File: config.mk
export PLATFORM = sky130hd
export DESIGN_NAME = encoder_8to3_seq
export DESIGN_NICKNAME = d
export VERILOG_FILES = /design/src/rtl/enc_pkg.sv /design/src/rtl/prio_enc8.sv /design/src/rtl/encoder_8to3_seq.sv
export SDC_FILE = /design/constraint.sdc
export NUM_CORES = 1
export LEC_CHECK = 0
export CORE_UTILIZATION = 50
export DETAILED_ROUTE_END_ITERATION = 8
export GPL_TIMING_DRIVEN = 0
export PLACE_DENSITY = 0.77
export SKIP_CTS_REPAIR_TIMING = 1
export SLEW_MARGIN = 20
export SYNTH_ARGS = -nofsm -noshare
export SYNTH_HDL_FRONTEND = slang
export SYNTH_HIERARCHICAL = 1
export SYNTH_SLANG_ARGS = --single-unit
File: constraint.sdc
create_clock -name clk -period 2.6 [get_ports clk]
set_input_delay 0.52 -clock clk [delete_from_list [all_inputs] [get_ports clk]]
set_output_delay 0.52 -clock clk [all_outputs]
set_load 0.02 [all_outputs]
File: src/rtl/enc_pkg.sv
// rtl/enc_pkg.sv - shared widths and FSM state type for the sequential 8-to-3 encoder
package enc_pkg;
   localparam int VEC_W = 8;
   localparam int IDX_W = 3;

   typedef enum logic {
      IDLE = 1'b0,
      EMIT = 1'b1
   } enc_state_t;
endpackage

File: src/rtl/prio_enc8.sv
// rtl/prio_enc8.sv - combinational 8-bit priority encoder with any/single flags
module prio_enc8
   import enc_pkg::*;
#(
   parameter bit LSB_FIRST = 1'b0
) (
   input  logic [VEC_W-1:0] pending,
   output logic [IDX_W-1:0] idx,
   output logic             any,
   output logic             single
);

   // Later loop iterations override earlier ones, so the scan direction sets priority.
   always_comb begin
      idx = '0;
      if (LSB_FIRST) begin
         for (int i = VEC_W - 1; i >= 0; i--) begin
            if (pending[i]) idx = IDX_W'(i);
         end
      end else begin
         for (int i = 0; i < VEC_W; i++) begin
            if (pending[i]) idx = IDX_W'(i);
         end
      end
   end

   assign any    = |pending;
   assign single = any && ((pending & (pending - VEC_W'(1))) == '0);

endmodule

File: src/rtl/encoder_8to3_seq.sv
// rtl/encoder_8to3_seq.sv - accepts a request vector and emits its set-bit indices one per transfer
module encoder_8to3_seq
   import enc_pkg::*;
#(
   parameter bit LSB_FIRST = 1'b0
) (
   input  logic             clk,
   input  logic             rst_n,
   input  logic             in_valid,
   input  logic [VEC_W-1:0] in_vec,
   output logic             in_ready,
   output logic             out_valid,
   output logic [IDX_W-1:0] idx,
   output logic             out_last,
   input  logic             out_ready,
   output logic             zero_drop
);

   enc_state_t       state_q, state_d;
   logic [VEC_W-1:0] pending_q, pending_d;
   logic             zero_drop_q, zero_drop_d;

   logic [IDX_W-1:0] enc_idx;
   logic             enc_any;
   logic             enc_single;

   prio_enc8 #(
      .LSB_FIRST (LSB_FIRST)
   ) u_prio (
      .pending (pending_q),
      .idx     (enc_idx),
      .any     (enc_any),
      .single  (enc_single)
   );

   always_ff @(posedge clk or negedge rst_n) begin
      if (!rst_n) begin
         state_q     <= IDLE;
         pending_q   <= '0;
         zero_drop_q <= 1'b0;
      end else begin
         state_q     <= state_d;
         pending_q   <= pending_d;
         zero_drop_q <= zero_drop_d;
      end
   end

   always_comb begin
      state_d     = state_q;
      pending_d   = pending_q;
      zero_drop_d = 1'b0;
      case (state_q)
         IDLE: begin
            if (in_valid) begin
               if (|in_vec) begin
                  pending_d = in_vec;
                  state_d   = EMIT;
               end else begin
                  zero_drop_d = 1'b1;
               end
            end
         end
         EMIT: begin
            if (out_ready) begin
               pending_d = pending_q & ~(VEC_W'(1) << enc_idx);
               if (enc_single) state_d = IDLE;
            end
         end
         default: state_d = IDLE;
      endcase
   end

   // Outputs come only from registered state; out_ready never reaches idx or out_last.
   assign in_ready  = (state_q == IDLE);
   assign out_valid = (state_q == EMIT) && enc_any;
   assign idx       = out_valid ? enc_idx : '0;
   assign out_last  = out_valid && enc_single;
   assign zero_drop = zero_drop_q;

endmodule

# Yosys cells after proc, flatten, opt, wreduce, memory -nomap -nowiden

Index checks and enable logic that the tools add are counted.

Input bits: 12
Output and inout bits: 7
Word-level logic and storage cells: 39
Register bits after elaboration: 10

Eq/ne operators: 3
Reduce and logical (&&, ||, !) cells: 7
Shifts and indexed selects: 1
Bitwise gates (word level): 4
Multiplexer cells: 20
Add/sub/neg operators: 1

Operator list:

| cell                  | count |
|---|---|
| $mux W8               | 3 |
| $and A8 B8 Y8         | 2 |
| $pmux W8 S2           | 1 |
| $reduce_or A8 Y1      | 2 |
| $mux W3               | 5 |
| $logic_not A8 Y1      | 1 |
| $mux W1               | 8 |
| $not A8 Y8            | 1 |
| $shl A1 B3 Y8 const A | 1 |
| $sub A8 B1 Y8 const B | 1 |
| $mux W2               | 2 |
| $ne A2 B2 Y1 const B  | 2 |
| $logic_and A1 B1 Y1   | 3 |
| $reduce_and A3 Y1     | 1 |
| $ne A2 B1 Y1 const B  | 1 |
| $pmux W1 S2           | 1 |
| $not A1 Y1            | 1 |

# Longest topological paths before layout

Depth in word-level cells: 12
Gate-level depth with buffers: 7

# Modules after synthesis

Netlist, hierarchy kept.

By module, submodules not included:

| module           | area each (um^2) | times used | cells an instance |
|---|---|---|---|
| encoder_8to3_seq | 601.8            | 1          | 65 |
| prio_enc8        | 151.4            | 1          | 24 |

# Least setup slack after synthesis

Ideal clock, no wire load.

Path kind: register to output
Start point: register pending_q[5]
End point: output out_last
Arrival: 1.272 ns
Cell stages (with the launch flop): 6
Slack: 0.808 ns
Cells stage by stage: dfrtp_1 -> nor4_2 -> nor2b_1 -> o21ai_1 -> nand3_1 -> and3_1

Word-level cells in the longest chain between the ends: 5
Elaborated cells on any way between the ends: 7

RTL lines:

| element                  | RTL line               | text |
|---|---|---|
| start: declaration       | encoder_8to3_seq.sv:20 | `logic [VEC_W-1:0] pending_q, pending_d;` |
| start signal: assignment | encoder_8to3_seq.sv:43 | `pending_q <= pending_d;` |
| $sub A8 B1 Y8            | prio_enc8.sv:28        | `assign single = any && ((pending & (pending - VEC_W'(1))) == '0);` |
| $and A8 B8 Y8            | prio_enc8.sv:28        |  |
| $logic_not A8 Y1         | prio_enc8.sv:28        |  |
| $logic_and A1 B1 Y1 *    | prio_enc8.sv:28        |  |
| net enc_single           | encoder_8to3_seq.sv:25 | `logic enc_single;` |
| $logic_and A1 B1 Y1 *    | encoder_8to3_seq.sv:77 | `assign out_last = out_valid && enc_single;` |
| end: declaration         | encoder_8to3_seq.sv:14 | `output logic out_last,` |

The timed path passes the listed nets; every way through them passes the cells marked *.

# Worst setup path after layout

Start point: register pending_q[0]
End point: output idx[1]

Word-level cells in the longest chain between the ends: 3

RTL lines:

| element             | RTL line               | text |
|---|---|---|
| $reduce_or A8 Y1    | prio_enc8.sv:27        | `assign any = \|pending;` |
| net enc_any         | encoder_8to3_seq.sv:24 | `logic enc_any;` |
| $logic_and A1 B1 Y1 | encoder_8to3_seq.sv:75 | `assign out_valid = (state_q == EMIT) && enc_any;` |
| $mux W3             | encoder_8to3_seq.sv:76 | `assign idx = out_valid ? enc_idx : '0;` |
| end: declaration    | encoder_8to3_seq.sv:13 | `output logic [IDX_W-1:0] idx,` |

The timed path passes the listed nets, and every way through them passes these cells.

==> impl_metrics.yaml <==
floorplanning:
  die_x_um: 40.8
  die_h_um: 40.8
  die-area_um2: 1670
  num_rows: 13
  start_util_pct: 55.8
  core_area_um2: 1350
  io_pins: 19
power:
  pwr-share-seq_pct: 30.8
  power.switching_uw: 538
  peakVddDrop_uv: 688
  power_leakage_uw: 0.000410
  power.share.switching_pct: 46.5
  combPwrFrac_pct: 56.6
  p_int_uw: 620
  clock_power_share_pct: 12.6
  total_power_uw: 1160
  power_density_nw_per_um2: 1150
synth:
  synth_edf_count: 0
  synthesis.nets: 101
  synth_adder_area_share_pct: 0
  yosysSeqAreaShare_pct: 33.2
  yosysUniqueCellTypes: 24
  synthTopCellsByArea: "dfrtp_1 33%, a211oi_1 10%, a21oi_1 6.0%"
  ys_async_sr_fraction_pct: 100
  synthTopCellsByCount: "12 x nor2_1, 10 x a211oi_1, 10 x dfrtp_1"
  synth_compound_gate_area_share_pct: 20.8
  yosysTopAreaCell: "dfrtp_1"
  yosysWarnings: 6
  synth.most_common_cell: "nor2_1"
  syn-cell-area_um2: 753
  synth-xor-area-share_pct: 0
  synth_cells: 89
  synth_ff_type: "dfrtp_1"
  synth-simple-area-share_pct: 43.4
  synth_top_family_by_area: "simple AND/OR/NAND/NOR gates"
  syn_avg_cell_area_um2: 8.46
  synth-seq-cells: 10
  synthMuxAreaShare_pct: 0
  synth_top_area_share_pct: 33.2
drt:
  via_per_inst: 6.10
  first_iter_violations: 21
  routed_wl_mm: 1.83
  drt-pass1-iter-count: 4
  drc: 0
  ant_nets: 0
  via_count: 768
  post_drt_wl_per_cell_um: 14.5
cells_and_area:
  fin_nets: 124
  drive_above_1_share_pct: 13.5
  synthToLayoutAreaGrowth_pct: 33.2
  n_antenna_cell: 0
  fill_cells: 116
  fin_area_um2: 1000
  post-route-util_pct: 74.3
placement:
  hpwl_mm: 1.35
  placed_area_um2: 952
  place_congestion: 0.834
  port_buffers: 18
timing:
  timing.final.crit_period_ps: 2490
  finalSetupViolations: 0
  rsz0062_at_grt: "false"
  max_freq_mhz: 401
  slew_headroom_pct: 65.4
  skew_ps: 0.904
  worstMarginPinSlew_ps: 515
  final_hold_viol_count: 0
  drv_slew: 0
  fin_crit_sh_pct: 95.9
clock_network:
  clk_path_buf_depth: 2
  path_clk_slew_ps: 80
  clk_latency_ps: 270
  htree_levels: 1
  clockRootBuffer: "clkbuf_4"
  cts_tree: "built"
  cts_sinks: 10
  cts_made_buffers: 3
global_routing:
  antenna_found_initial: 0
  gr-total-overflow: 0
  grt_max_degree: 11
  track_usage_pct: 23.8
  grt_pass1_vias: 580
  grt_pass1_wl_mm: 2.68
worst_setup_path:
  arrival_ps: 1970
  crit_path_end_kind: "primary output"
  worstPathMaxFanout: 5
  worst_setup_path_start_kind: "register"
  criticalPathCategory: "reg2out"
  worst-endpoint-required_ps: 2080
job:
  cap_violations: 0
status:
  status: "finished clean"
min_path:
  hp-class: "in2async"
critical path: stages (launching register included):
cell	delay, ps
dfrtp_1	450
nor4_4	350
nand2_1	170
and3_1	210
clkdlybuf4s50_1	530
through the flow:
step / setup slack [ps] / hold slack, ps / TNS (ps) / std cells
6_report: 107 / 581 / 0 / 126
5_1_grt: 12.5 / 610 / 0 / 126
4_1_cts: -111 / 594 / -111 / 126
2_1_floorplan: 808 / 224 / 0 / 89
3_5_place_dp: 194 / 635 / 0 / 122
3_3_place_gp: 209 / 611 / 0 / 122
per-layer routing:
layer	track usage (%)	part of all wire, %	wire [um]
met1	35.4	51	932
met2	37.1	47	857
met3	3.26	2.2	41
met4	2.50	0	0
met5	0	0	0
worst paths after layout:
path                       slack (ps)                  endpoint                startpoint  cells past startpoint
setup / recovery                  110                    idx[1]  pending_q[0]$_DFFE_PN0P_                      4
hold / removal                    580  pending_q[5]$_DFFE_PN0P_                     rst_n                      1
setup reg to reg                  980  pending_q[0]$_DFFE_PN0P_  pending_q[4]$_DFFE_PN0P_                      6
hold reg to reg                   680  pending_q[0]$_DFFE_PN0P_  pending_q[0]$_DFFE_PN0P_                      2
max in group asynchronous        1660  pending_q[5]$_DFFE_PN0P_                     rst_n                      1
min in group clk                  680  pending_q[0]$_DFFE_PN0P_  pending_q[0]$_DFFE_PN0P_                      2
sequential cells by signal (all words and copies together), names as in the netlist:
| signal | cells |
|---|---|
| zero_drop | 1 |
| state_q | 1 |
| pending_q | 8 |
cells by family after synthesis:
group	count (synthesis)
compound gates	25
buf+inv	5
simple gates	49
flops	10
final cells by class:
| type | count | area (um2) | area share [%] |
|---|---|---|---|
| sequential | 10 | 251 | 25.1 |
| inverter | 2 | 7.51 | 0.748 |
| timing repair buffer | 18 | 185 | 18.5 |
| tap | 15 | 18.8 | 1.87 |
| multi-input combinational | 74 | 492 | 49.0 |
| clock buffer | 4 | 36.3 | 3.62 |
| buffer | 3 | 12.5 | 1.25 |
cells in the final DEF, fill, tap and decap left out, types with 2 or more instances in the layout:
cell type        synthesis  final
nand2b_1                 3      3
nand3_1                  2      2
clkbuf_1                 2      2
nand3b_1                 2      2
o21ai_0                  3      3
dfrtp_1                 10      9
nand2_1                  6      6
nor2b_1                  2      2
dlymetal6s2s_1           0      2
nor4b_1                  4      4
nor4_4                   2      3
clkbuf_4                 0      3
clkdlybuf4s50_1          0     16
nor3_1                   4      4
and3_1                   4      4
nor3_2                   4      4
inv_1                    2      2
a21oi_1                  9      9
a211oi_1                10     10
nor2_1                  12     12
power groups by stage:
stage          logic [uW]  registers (uW)  clock network [uW]
2_1_floorplan         446             309                   0
3_3_place_gp          640             334                   0
3_5_place_dp          653             343                   0
4_1_cts               653             340                 147
5_1_grt               727             370                 153
6_report              655             357                 146
(Power assumes the default switching activity.)
